--- src/rtl/rr_arbiter_8.sv ---
// Eight-way round-robin arbiter with a single owner, a hold-time limit and a
// mandatory idle cycle between grants.
module rr_arbiter_8 #(
  parameter int MAX_HOLD = 15
) (
  input  logic       clk,
  input  logic       rst_n,
  input  logic [7:0] req,
  input  logic       done,
  output logic [7:0] gnt,
  output logic [2:0] gnt_id,
  output logic       gnt_valid,
  output logic       timeout,
  output logic       dbg_state,
  output logic [2:0] dbg_ptr,
  output logic [3:0] dbg_cnt
);

  typedef enum logic {IDLE = 1'b0, GRANT = 1'b1} state_t;

  localparam logic [3:0] MAX_CNT = 4'(MAX_HOLD);

  state_t     state, state_nxt;
  logic [2:0] ptr, ptr_nxt;
  logic [3:0] cnt, cnt_nxt;
  logic [2:0] id_nxt;
  logic       timeout_nxt;
  logic       found;
  logic [2:0] pick_id;
  logic [2:0] idx;
  logic       hold_hit;
  logic       release_hit;

  // Scan ptr, ptr+1, ... ptr+7; 3-bit addition provides the wrap.
  always_comb begin
    found   = 1'b0;
    pick_id = ptr;
    idx     = ptr;
    for (int i = 0; i < 8; i++) begin
      idx = ptr + 3'(i);
      if (!found && req[idx]) begin
        found   = 1'b1;
        pick_id = idx;
      end
    end
  end

  assign hold_hit    = (cnt == MAX_CNT);
  assign release_hit = done | ~req[gnt_id] | hold_hit;

  always_comb begin
    state_nxt   = state;
    ptr_nxt     = ptr;
    cnt_nxt     = cnt;
    id_nxt      = gnt_id;
    timeout_nxt = 1'b0;
    case (state)
      IDLE: begin
        if (found) begin
          state_nxt = GRANT;
          id_nxt    = pick_id;
          cnt_nxt   = 4'd1;
        end
      end
      GRANT: begin
        if (release_hit) begin
          state_nxt   = IDLE;
          ptr_nxt     = gnt_id + 3'd1;
          cnt_nxt     = 4'd0;
          // Only a pure hold-limit release counts as a forced timeout.
          timeout_nxt = hold_hit & ~done & req[gnt_id];
        end else begin
          cnt_nxt = cnt + 4'd1;
        end
      end
      default: state_nxt = IDLE;
    endcase
  end

  always_ff @(posedge clk or negedge rst_n) begin
    if (!rst_n) begin
      state     <= IDLE;
      ptr       <= 3'd0;
      cnt       <= 4'd0;
      gnt_id    <= 3'd0;
      gnt       <= 8'h00;
      gnt_valid <= 1'b0;
      timeout   <= 1'b0;
    end else begin
      state     <= state_nxt;
      ptr       <= ptr_nxt;
      cnt       <= cnt_nxt;
      gnt_id    <= id_nxt;
      gnt       <= (state_nxt == GRANT) ? (8'h01 << id_nxt) : 8'h00;
      gnt_valid <= (state_nxt == GRANT);
      timeout   <= timeout_nxt;
    end
  end

  assign dbg_state = state;
  assign dbg_ptr   = ptr;
  assign dbg_cnt   = cnt;

endmodule

--- config.mk ---
export PLATFORM = sky130hd
export DESIGN_NAME = rr_arbiter_8
export DESIGN_NICKNAME = d
export VERILOG_FILES = /design/src/rtl/rr_arbiter_8.sv
export SDC_FILE = /design/constraint.sdc
export NUM_CORES = 1
export LEC_CHECK = 0
export CORE_UTILIZATION = 55
export DETAILED_ROUTE_END_ITERATION = 12
export PLACE_DENSITY = 0.79
export SKIP_LAST_GASP = 1
export SLEW_MARGIN = 40
export SYNTH_ARGS = -nofsm -noshare
export SYNTH_HDL_FRONTEND = slang
export SYNTH_SLANG_ARGS = --single-unit
--- constraint.sdc ---
create_clock -name clk -period 3.8 [get_ports clk]
set_input_delay 0.76 -clock clk [delete_from_list [all_inputs] [get_ports clk]]
set_output_delay 0.76 -clock clk [all_outputs]
set_load 0.03 [all_outputs]
After elaboration in Yosys (flattened, before gate mapping)
Cells that the tools add are included.
{ "word_totals": {"latch_bits": 0, "inputBits": 11, "reg_bits": 20, "rom_bits": 0, "memories": 0, "word_cells": 93, "out_inout_bits": 21, "ramBits": 0} }
{ "op_classes": {"shifts": 1, "muxes": 44, "eq_ne": 2, "bitwise_logic": 7, "n_mul": 0, "n_div": 0, "n_addsub": 9, "n_reduce_logical": 15, "order_cmp": 9} }
{ "op_table": {"columns": ["operator", "n"], "rows": [
  ["< comparator 3 x 4 -> 1 bit, second input constant", 9],
  ["binary-select mux 1 bit (select 3 bit)", 9],
  ["two-way mux 3 bit", 9],
  ["two-way mux 1 bit", 21],
  ["adder 3 bit, second input constant", 4],
  ["two-way mux 4 bit", 2],
  ["two-way mux 8 bit", 1],
  ["case mux 4 bit (2 select lines)", 1],
  ["left shift 1 x 3 -> 8 bit, first input constant", 1],
  ["logical AND 1 bit", 7],
  ["zero test 1 bit", 7],
  ["adder 3 x 1 -> 3 bit, second input constant", 2],
  ["adder 3 x 2 -> 3 bit, second input constant", 2],
  ["adder 4 x 1 -> 4 bit, second input constant", 1],
  ["== test 4 bit, second input constant", 1],
  ["NOT 1 bit", 3],
  ["AND 1 bit", 2],
  ["!= test 2 bit, second input constant", 1],
  ["OR 1 bit", 2],
  ["case mux 1 bit (2 select lines)", 1],
  ["AND reduction 2 bit", 1]
]} }

Logic depth before layout (Yosys ltp)
Gate-level depths: netlist of the first run.
{ "depth": {"depth_word": 28, "mapped_depth": 13, "mapped_depth_nobuf": 10} }

Worst setup path after synthesis of the first run
No wires, ideal clock.
{ "synth_timing": {"kind": "register to register", "from": "register ptr[1] (netlist: dbg_ptr[1])", "to": "register gnt[6]", "path_buffers": 2, "t_arrival_ps": 3197, "setup_slack_ps": 469, "stages_incl_launch_ff": 13, "synth_period_minus_slack_ps": 3331, "setup_time_ps": 134, "cell_sequence": "dfrtp_1 > inv_1 > ha_1 > buf_6 > mux2_1 > nor3_1 > a221oi_4 > or3b_1 > o21ai_1 > a211oi_1 > a2111o_1 > buf_6 > nor3b_2"} }
{ "synth_via": {"elab_chain_len": 28} }
{ "synth_rtl": {"columns": ["element", "line_no", "rtl"], "rows": [
  ["start, declared", "24", "logic [2:0] ptr, ptr_nxt;"],
  ["start signal, assigned", "91", "ptr <= ptr_nxt;"],
  ["parallel branches: the longest is 24 deep, another holds adder 3 x 1 -> 3 bit", null, null],
  ["two-way mux 3 bit *", "59", "if (found) begin"],
  ["two-way mux 3 bit *", "57", "case (state)"],
  ["named net id_nxt[1]", "26", "logic [2:0] id_nxt;"],
  ["left shift 1 x 3 -> 8 bit *", "94", "gnt <= (state_nxt == GRANT) ? (8'h01 << id_nxt) : 8'h00;"],
  ["two-way mux 8 bit *", "94", null],
  ["end signal, assigned", "94", null],
  ["end, declared", "10", "output logic [7:0] gnt,"]
]} }
Mark *: on every way through the listed nets, which the timed path passes. The select of a mux whose other input is x is not followed.
A chain may end at the register's enable or synchronous reset.

Final worst setup path of the first run
{ "layout_timing": {"from": "input port req[2]", "to": "register gnt[6]"} }
{ "layout_via": {"elab_chain_len": 28} }
{ "layout_rtl": {"columns": ["element", "line_no", "rtl"], "rows": [
  ["start, declared", "8", "input logic [7:0] req,"],
  ["binary-select mux 1 bit (select 3 bit)", "41", "if (!found && req[idx]) begin"],
  ["two-way mux 1 bit (implied by the code)", "41", null],
  ["two-way mux 1 bit", "41", null],
  ["zero test 1 bit", "41", null],
  ["logical AND 1 bit", "41", null],
  ["two-way mux 1 bit", "41", null],
  ["zero test 1 bit", "41", null],
  ["logical AND 1 bit", "41", null],
  ["(+12 left out)", null, null],
  ["two-way mux 1 bit", "41", null],
  ["zero test 1 bit", "41", null],
  ["logical AND 1 bit", "41", null],
  ["two-way mux 3 bit / two-way mux 1 bit (equally long branches)", "41", null],
  ["two-way mux 3 bit", "59", null],
  ["two-way mux 3 bit", "57", null],
  ["left shift 1 x 3 -> 8 bit", "94", null],
  ["two-way mux 8 bit *", "94", null]
]} }
Mark *: on every way between the ends. The rest lies on a longest branch, timed or not. The select of a mux whose other input is x is not followed.

==> results of run 1 <==
worst paths after layout:
check                             end  startpoint  cells after the start
setup reg to reg               gnt[6]  dbg_ptr[1]                      9
hold reg to reg            dbg_cnt[3]  dbg_cnt[3]                      1
setup / recovery               gnt[6]      req[2]                      9
hold / removal             dbg_cnt[1]       rst_n                      1
max in group asynchronous      gnt[7]       rst_n                      1
min in group clk           dbg_cnt[3]  dbg_cnt[3]                      1
cells by family (layout without fill, tap and decap cells):
family / count (synthesis) / in the layout / share of synthesized area
simple gates: 61 / 61 / 0.1960
xor+xnor: 4 / 4 / 0.02586
mux: 39 / 39 / 0.2700
buf+inv: 15 / 44 / 0.06434
fa+ha+maj: 4 / 4 / 0.02405
compound gates: 44 / 44 / 0.1792
flops: 20 / 20 / 0.2405
critical path: cells and delay by family:
| family | cells | cell delay [ns] |
|---|---|---|
| AOI/OAI and AO/OA | 2 | 0.60 |
| and+or+nand+nor | 4 | 0.71 |
| muxes | 2 | 0.91 |
| buffers and inverters | 1 | 0.59 |
flip-flops by register name (all words and copies together) (netlist names):
signal and flops:
dbg_state 1, timeout 1, gnt 8, dbg_ptr 3, gnt_id 3, dbg_cnt 4
cells in the mapped netlist (all sizes together), types with 4 or more instances:
cell    n
dfrtp  20
mux2i  17
nand2  12
nor3   12
mux2   11
mux4   11
o21ai  11
buf     8
nor2    8
a21oi   6
nor3b   6
ha      4
inv     4
nor2b   4
layout make-up:
type / count / area [µm²] / share of cell area
Multi-Input combinational cell: 152 / 1446 / 0.5999
Sequential cell: 20 / 500.5 / 0.2076
Timing Repair Buffer: 37 / 350.3 / 0.1453
Tap cell: 46 / 57.56 / 0.02387
Clock buffer: 3 / 41.29 / 0.01713
Inverter: 4 / 15.01 / 0.006227
per-layer routing:
layer	GRT usage	wire length, µm	up-vias
met5	0	0	-
met4	0.09659	142	0
met3	0.02717	279	15
met2	0.4309	2352	77
met1	0.3576	2062	806
li1	-	-	790
per-stage QoR:
step | utilization | setup slack (ns)
3_5_place_dp | 0.6847 | 0.1234
5_1_grt | 0.6952 | 0.04387
4_1_cts | 0.6966 | 0.3609
3_3_place_gp | 0.6847 | 0.1439
2_1_floorplan | - | 0.4687
6_report | 0.6952 | 0.3463
==> impl_metrics.toml, run 1 <==
[outcome]
outcome = "finished, final reports clean"

[sta]
setup_violations = 0
fin_setup_tns_ns = 0
skew_ns = 0.001922
worst_slew_pin_slew_ns = 0.5865
hold_viol = 0
slew_headroom = 0.6090
rsz0062_at_grt = "false"
period_minus_slack_ns = 3.454
max_freq_ghz = 0.2895
drv_slew = 0
fin_crit_sh = 0.9089
holdWs_ns = 0.4444

[finish]
final_cell_mix = "clkdlybuf4s50_1, dfrtp_1, mux2i_1"
diodes = 0
nets = 233
final_common_cell = "clkdlybuf4s50_1"
area_delta_synth_final_pct = 15.87
design_area_mm2 = 0.002411
layout-drive-gt1-share = 0.2315
instances_no_fill = 262
n_fill_cell = 267

[routing]
wire_per_inst_um = 18.46
postRouteAntennaNets = 0
routed_via_density = 6.443
vias = 1688
drt_wl_total_mm = 4.837
drc = 0
drtPass1Iterations = 4
initialDrtViolationCount = 178

[clock_tree]
cts_tree = "built"
clkSinkCount = 20
cts_max_level = 1
post_cts_buffers = 0
cts_root_buf = "clkbuf_8"
cts-hold-fix-buffers = 0
clock_path_buffers = 2
cts_buffers = 3
cts.clk_slew.worst_paths_ns = 0.07
clkLatencyLatePin_ns = 0.25
cts.repair.resized = 0

[place]
portBuffers = 31
globalplace.congestion = 0.9334
placedCellCount = 259
dp_hpwl_mm = 3.599
placed_area_mm2 = 0.002375

[floorplan]
io_pins = 32
rows = 21
die_h_um = 63.51
start_util = 0.5999
core-area_mm2 = 0.003468
dieArea_mm2 = 0.004033
die_w_um = 63.51

[synth]
syn_inst = 187
ys_warn_count = 0
async_flop_share = 1.000
synth_edf_count = 0
yosysSeqAreaShare = 0.2405
synth_seq_cells = 20
yosys.area.top_type = "dfrtp_1"
synth_nets = 202
synth_area_mm2 = 0.002081
yosysTopAreaCellShare = 0.2405
ys_types = 64
synthTopCellsByArea = "dfrtp_1, mux4_2, mux2i_1, mux2_2, a221oi_4"
synth-main-ff-cell = "dfrtp_1"
avgSynthCellArea_um2 = 11.13

[grt]
grt_antenna_before_repair = 0
track_usage = 0.2632
grt-ovfl-total = 0
grt_pass1_vias = 1712
grt_first_pass_wirelength_mm = 8.369
grt_max_degree = 26

[critical_path]
path_cells = "clkdlybuf4s50_1 > mux4_2 > mux2_2 > nor2b_1 > nor3b_1 > o21ai_0 > nor4b_1 > a2111o_1 > nor3b_2"
cp.arrival_ns = 3.57
cp-start-kind = "primary input"
reg2reg_slack_ns = 0.37
worstPathMaxFanout = 9
cp_slowest_cell = "clkdlybuf4s50_1"
critPathCaptureType = "flip-flop"
critPathKind = "in2reg"
max_stage_delay_ns = 0.59
cp.required_ns = 3.92

[worst_hold_path]
hp-class = "in2async"

[flow_run]
maxCapViolations = 0
Power of run 1 is left out: the tool's default activity adds up to more than one toggle a clock period on the data nets, which glitch-free logic cannot reach.
==> run 2, diff against run 1 <==
--- a/config.mk
+++ b/config.mk
@@ -9,2 +9,3 @@
 export DETAILED_ROUTE_END_ITERATION = 12
+export HOLD_SLACK_MARGIN = 0.05
 export PLACE_DENSITY = 0.79
--- a/constraint.sdc
+++ b/constraint.sdc
@@ -3,2 +3,2 @@
 set_output_delay 0.76 -clock clk [all_outputs]
-set_load 0.03 [all_outputs]
+set_load 0.1 [all_outputs]
==> impl_metrics.toml, run 2 (same netlist as run 1, synthesis figures left out) <==
[outcome]
outcome = "finished, final reports clean"

[critical_path]
r2r_end = "gnt[6]"
cp-start-kind = "primary input"
critPathCaptureType = "flip-flop"
path_buf_inv = 1
cp.required_ns = 3.93
critPathKind = "in2reg"
path_cells = "clkdlybuf4s50_1 > mux4_2 > mux2_2 > nor2b_1 > nor3b_1 > o21ai_0 > nor4b_1 > a2111o_1 > nor3b_2"
cp.arrival_ns = 3.57
ff2ff_path_depth = 10
cp_slowest_cell = "clkdlybuf4s50_1"
regToRegStartpoint = "dbg_ptr[0]"
reg2reg_slack_ns = 0.55
max_stage_delay_ns = 0.58
worstPathMaxFanout = 9
critPathTopFamily = "multiplexers"

[sta]
skew_ns = 0.004512
worst_slew_pin_slew_ns = 0.6039
hold_viol = 0
fin_setup_tns_ns = 0
setup_ws_ns = 0.3632
rsz0062_at_grt = "false"
fin_crit_sh = 0.9044
period_minus_slack_ns = 3.437
drv_slew = 0
max_freq_ghz = 0.2910
setup_violations = 0
slew_headroom = 0.5974

[clock_tree]
cts.clk_slew.worst_paths_ns = 0.07
post_cts_buffers = 0
cts_root_buf = "clkbuf_8"
cts-hold-fix-buffers = 0
cts.repair.resized = 0
clkLatencyLatePin_ns = 0.25
cts_max_level = 1
cts_buffers = 3
clock_path_buffers = 2
cts_tree = "built"
clkSinkCount = 20

[place]
portBuffers = 31
dp_hpwl_mm = 3.676
globalplace.congestion = 0.9302
dpl_worst_slack_ns = 0.1124
placedCellCount = 260
placed_area_mm2 = 0.002283

[floorplan]
start_util = 0.5999
dieArea_mm2 = 0.004033
die_w_um = 63.51
die_h_um = 63.51
rows = 21
io_pins = 32
core-area_mm2 = 0.003468

[routing]
drc = 0
initialDrtViolationCount = 228
wire_per_inst_um = 18.32
drt_wl_total_mm = 4.836
routed_via_density = 6.470
vias = 1708
drtPass1Iterations = 4
postRouteAntennaNets = 0

[grt]
grt_pass1_vias = 1611
grt_max_degree = 25
track_usage = 0.2542
grt_first_pass_wirelength_mm = 8.010
grt_antenna_before_repair = 0
grt-ovfl-total = 0

[finish]
area_delta_synth_final_pct = 11.67
design_area_mm2 = 0.002323
regMostFlops = "gnt"
final_common_cell = "buf_2"
instances_no_fill = 264
diodes = 0
largest_reg_flops = 8
nets = 234
final_cell_mix = "buf_2, dfrtp_1, mux2i_1"
layout-drive-gt1-share = 0.3349

[worst_hold_path]
hp-class = "in2async"

[flow_run]
maxCapViolations = 0
-- run 2: changes by cell type in the layout (fill, tap and decap cells not counted), sizes merged --
cell           before  now
buf                 7   29
clkdlybuf4s50      30    9
clkbuf              3    4
-- run 2: layout make-up --
type | instances | area [µm²]
sequential | 20 | 501.7
timing repair buffer | 38 | 257.7
multi-input combinational | 152 | 1446
fill | 273 | 1145
clock buffer | 4 | 45.04
inverter | 4 | 15.01
tap | 46 | 57.56
-- run 2: layer usage --
layer / up-vias / global-route usage / part of all wire
met5: - / 0 / 0
met4: 0 / 0.1364 / 0.041
met2: 76 / 0.3976 / 0.47
met1: 824 / 0.3337 / 0.42
met3: 18 / 0.04167 / 0.067
li1: 790 / - / -
-- run 2: per-stage QoR --
stage / util / hold WS [ns]
finish: 0.6699 / 0.4491
global route: 0.6699 / 0.4765
CTS: 0.6714 / 0.5367
detailed placement: 0.6584 / 0.5276
global placement: 0.6858 / 0.5171
floorplan: - / 0.4644
-- run 2: worst max-delay path by stage --
stage / startpoint / to / slack (ns) / cells after the start
5_1_grt: req[1] / gnt[7] / 0.21 / 9
4_1_cts: req[2] / gnt[6] / 0.37 / 9
3_3_place_gp: req[2] / gnt[3] / 0.17 / 9
2_1_floorplan: dbg_ptr[0] / gnt[6] / 0.07 / 13
6_report: req[2] / gnt[6] / 0.36 / 9
3_5_place_dp: req[2] / gnt[3] / 0.11 / 9
Power of run 2 is left out for the same reason.
==> run 3, diff against run 2 <==
- CORE_UTILIZATION: 55 -> 28
- PLACE_DENSITY: 0.79 -> 0.45
==> impl_metrics.toml, run 3 (same netlist as run 1, synthesis figures left out) <==
[critical_path]
cp_slowest_cell = "clkdlybuf4s50_1"
cp-start-kind = "primary input"
max_stage_delay_ns = 0.58
path_depth = 9
cp.required_ns = 3.94
ff2ff_path_depth = 9
path_buf_inv = 1
reg2reg_slack_ns = 0.40
regToRegStartpoint = "dbg_ptr[1]"
r2r_end = "gnt[3]"
critPathCaptureType = "flip-flop"
cp.arrival_ns = 3.59
path_cells = "clkdlybuf4s50_1 > mux4_2 > nor2_1 > a22oi_4 > or3b_1 > o21ai_1 > a211oi_1 > a2111o_1 > and3b_1"
critPathTopFamily = "compound AO/OA/AOI/OAI gates"
crit_end = "gnt[3]"
worstPathMaxFanout = 9
setup.worst_path.start = "req[3]"
critPathKind = "in2reg"

[routing]
vias = 1653
drc = 0
initialDrtViolationCount = 119
routed_via_density = 5.055
drt_wl_total_mm = 5.265
wire_per_inst_um = 16.10
drtPass1Iterations = 4
postRouteAntennaNets = 0

[clock_tree]
cts.repair.resized = 0
cts-hold-fix-buffers = 0
cts_max_level = 1
clkLatencyLatePin_ns = 0.25
cts_tree = "built"
cts_root_buf = "clkbuf_8"
cts.clk_slew.worst_paths_ns = 0.07
clock_path_buffers = 2
cts_buffers = 3
clkSinkCount = 20
post_cts_buffers = 0

[finish]
largest_reg_flops = 8
diodes = 0
regMostFlops = "gnt"
final_common_cell = "buf_4"
area_delta_synth_final_pct = 18.70
layout-drive-gt1-share = 0.3640
final_cell_mix = "buf_4, dfrtp_1, buf_2"
nets = 244

[floorplan]
die_h_um = 88.21
start_util = 0.2884
rows = 31
die_w_um = 88.21
io_pins = 32
core-area_mm2 = 0.007214
dieArea_mm2 = 0.007780

[sta]
slew_headroom = 0.5754
skew_ns = 0.003881
hold_viol = 0
setup_violations = 0
rsz0062_at_grt = "false"
fin_setup_tns_ns = 0
period_minus_slack_ns = 3.441
fin_crit_sh = 0.9055
drv_slew = 0
max_freq_ghz = 0.2906
worst_slew_pin_slew_ns = 0.6369

[place]
dp_hpwl_mm = 4.002
portBuffers = 31
globalplace.congestion = 0.7938

[grt]
track_usage = 0.1453
grt_antenna_before_repair = 0
use_met2 = 0.2133
busiest_layer = "met1"
met1_usage = 0.2305
grt_first_pass_wirelength_mm = 8.625
grt_pass1_vias = 1536
grt-ovfl-total = 0
grtUsageMet3 = 0.01225
grt_max_degree = 21

[worst_hold_path]
hp-class = "in2async"

[flow_run]
maxCapViolations = 0

[outcome]
outcome = "finished, final reports clean"
run 3: per-layer routing:
metal | vias up | share of wire
met4 | 0 | 0.0040
met2 | 24 | 0.45
met3 | 2 | 0.020
li1 | 817 | -
met5 | - | 0
met1 | 810 | 0.53
run 3: how the worst min path moves through the flow:
stage / end / start / cells after the start / slack, ns
final: timeout / rst_n / 1 / 0.45
after global routing: timeout / rst_n / 1 / 0.47
after CTS: gnt[7] / rst_n / 1 / 0.47
after detailed placement: dbg_cnt[3] / dbg_cnt[3] / 1 / 0.53
after global placement: dbg_cnt[3] / dbg_cnt[3] / 1 / 0.53
after floorplan: dbg_cnt[0] / rst_n / 0 / 0.46
run 3: per-stage QoR:
stage	hold slack [ns]	setup WS [ns]	cell area [µm²]	instances	util
final	0.4495	0.3590	2470	327	0.3424
after global routing	0.4658	0.2383	2470	327	0.3424
after CTS	0.4651	0.4004	2470	327	0.3424
after detailed placement	0.5285	0.1210	2425	323	0.3361
after global placement	0.5281	0.08287	2515	323	0.3486
after floorplan	0.4644	0.07303	2082	187	-
run 3: layout make-up:
cell class,instances,area (µm²)
fillers,776,4745
multi-input cells,152,1446
clock buffers,4,45.04
well taps,99,123.9
repair buffers,48,337.8
inverters,4,15.01
flip-flops and latches,20,501.7
Power of run 3 is left out for the same reason.
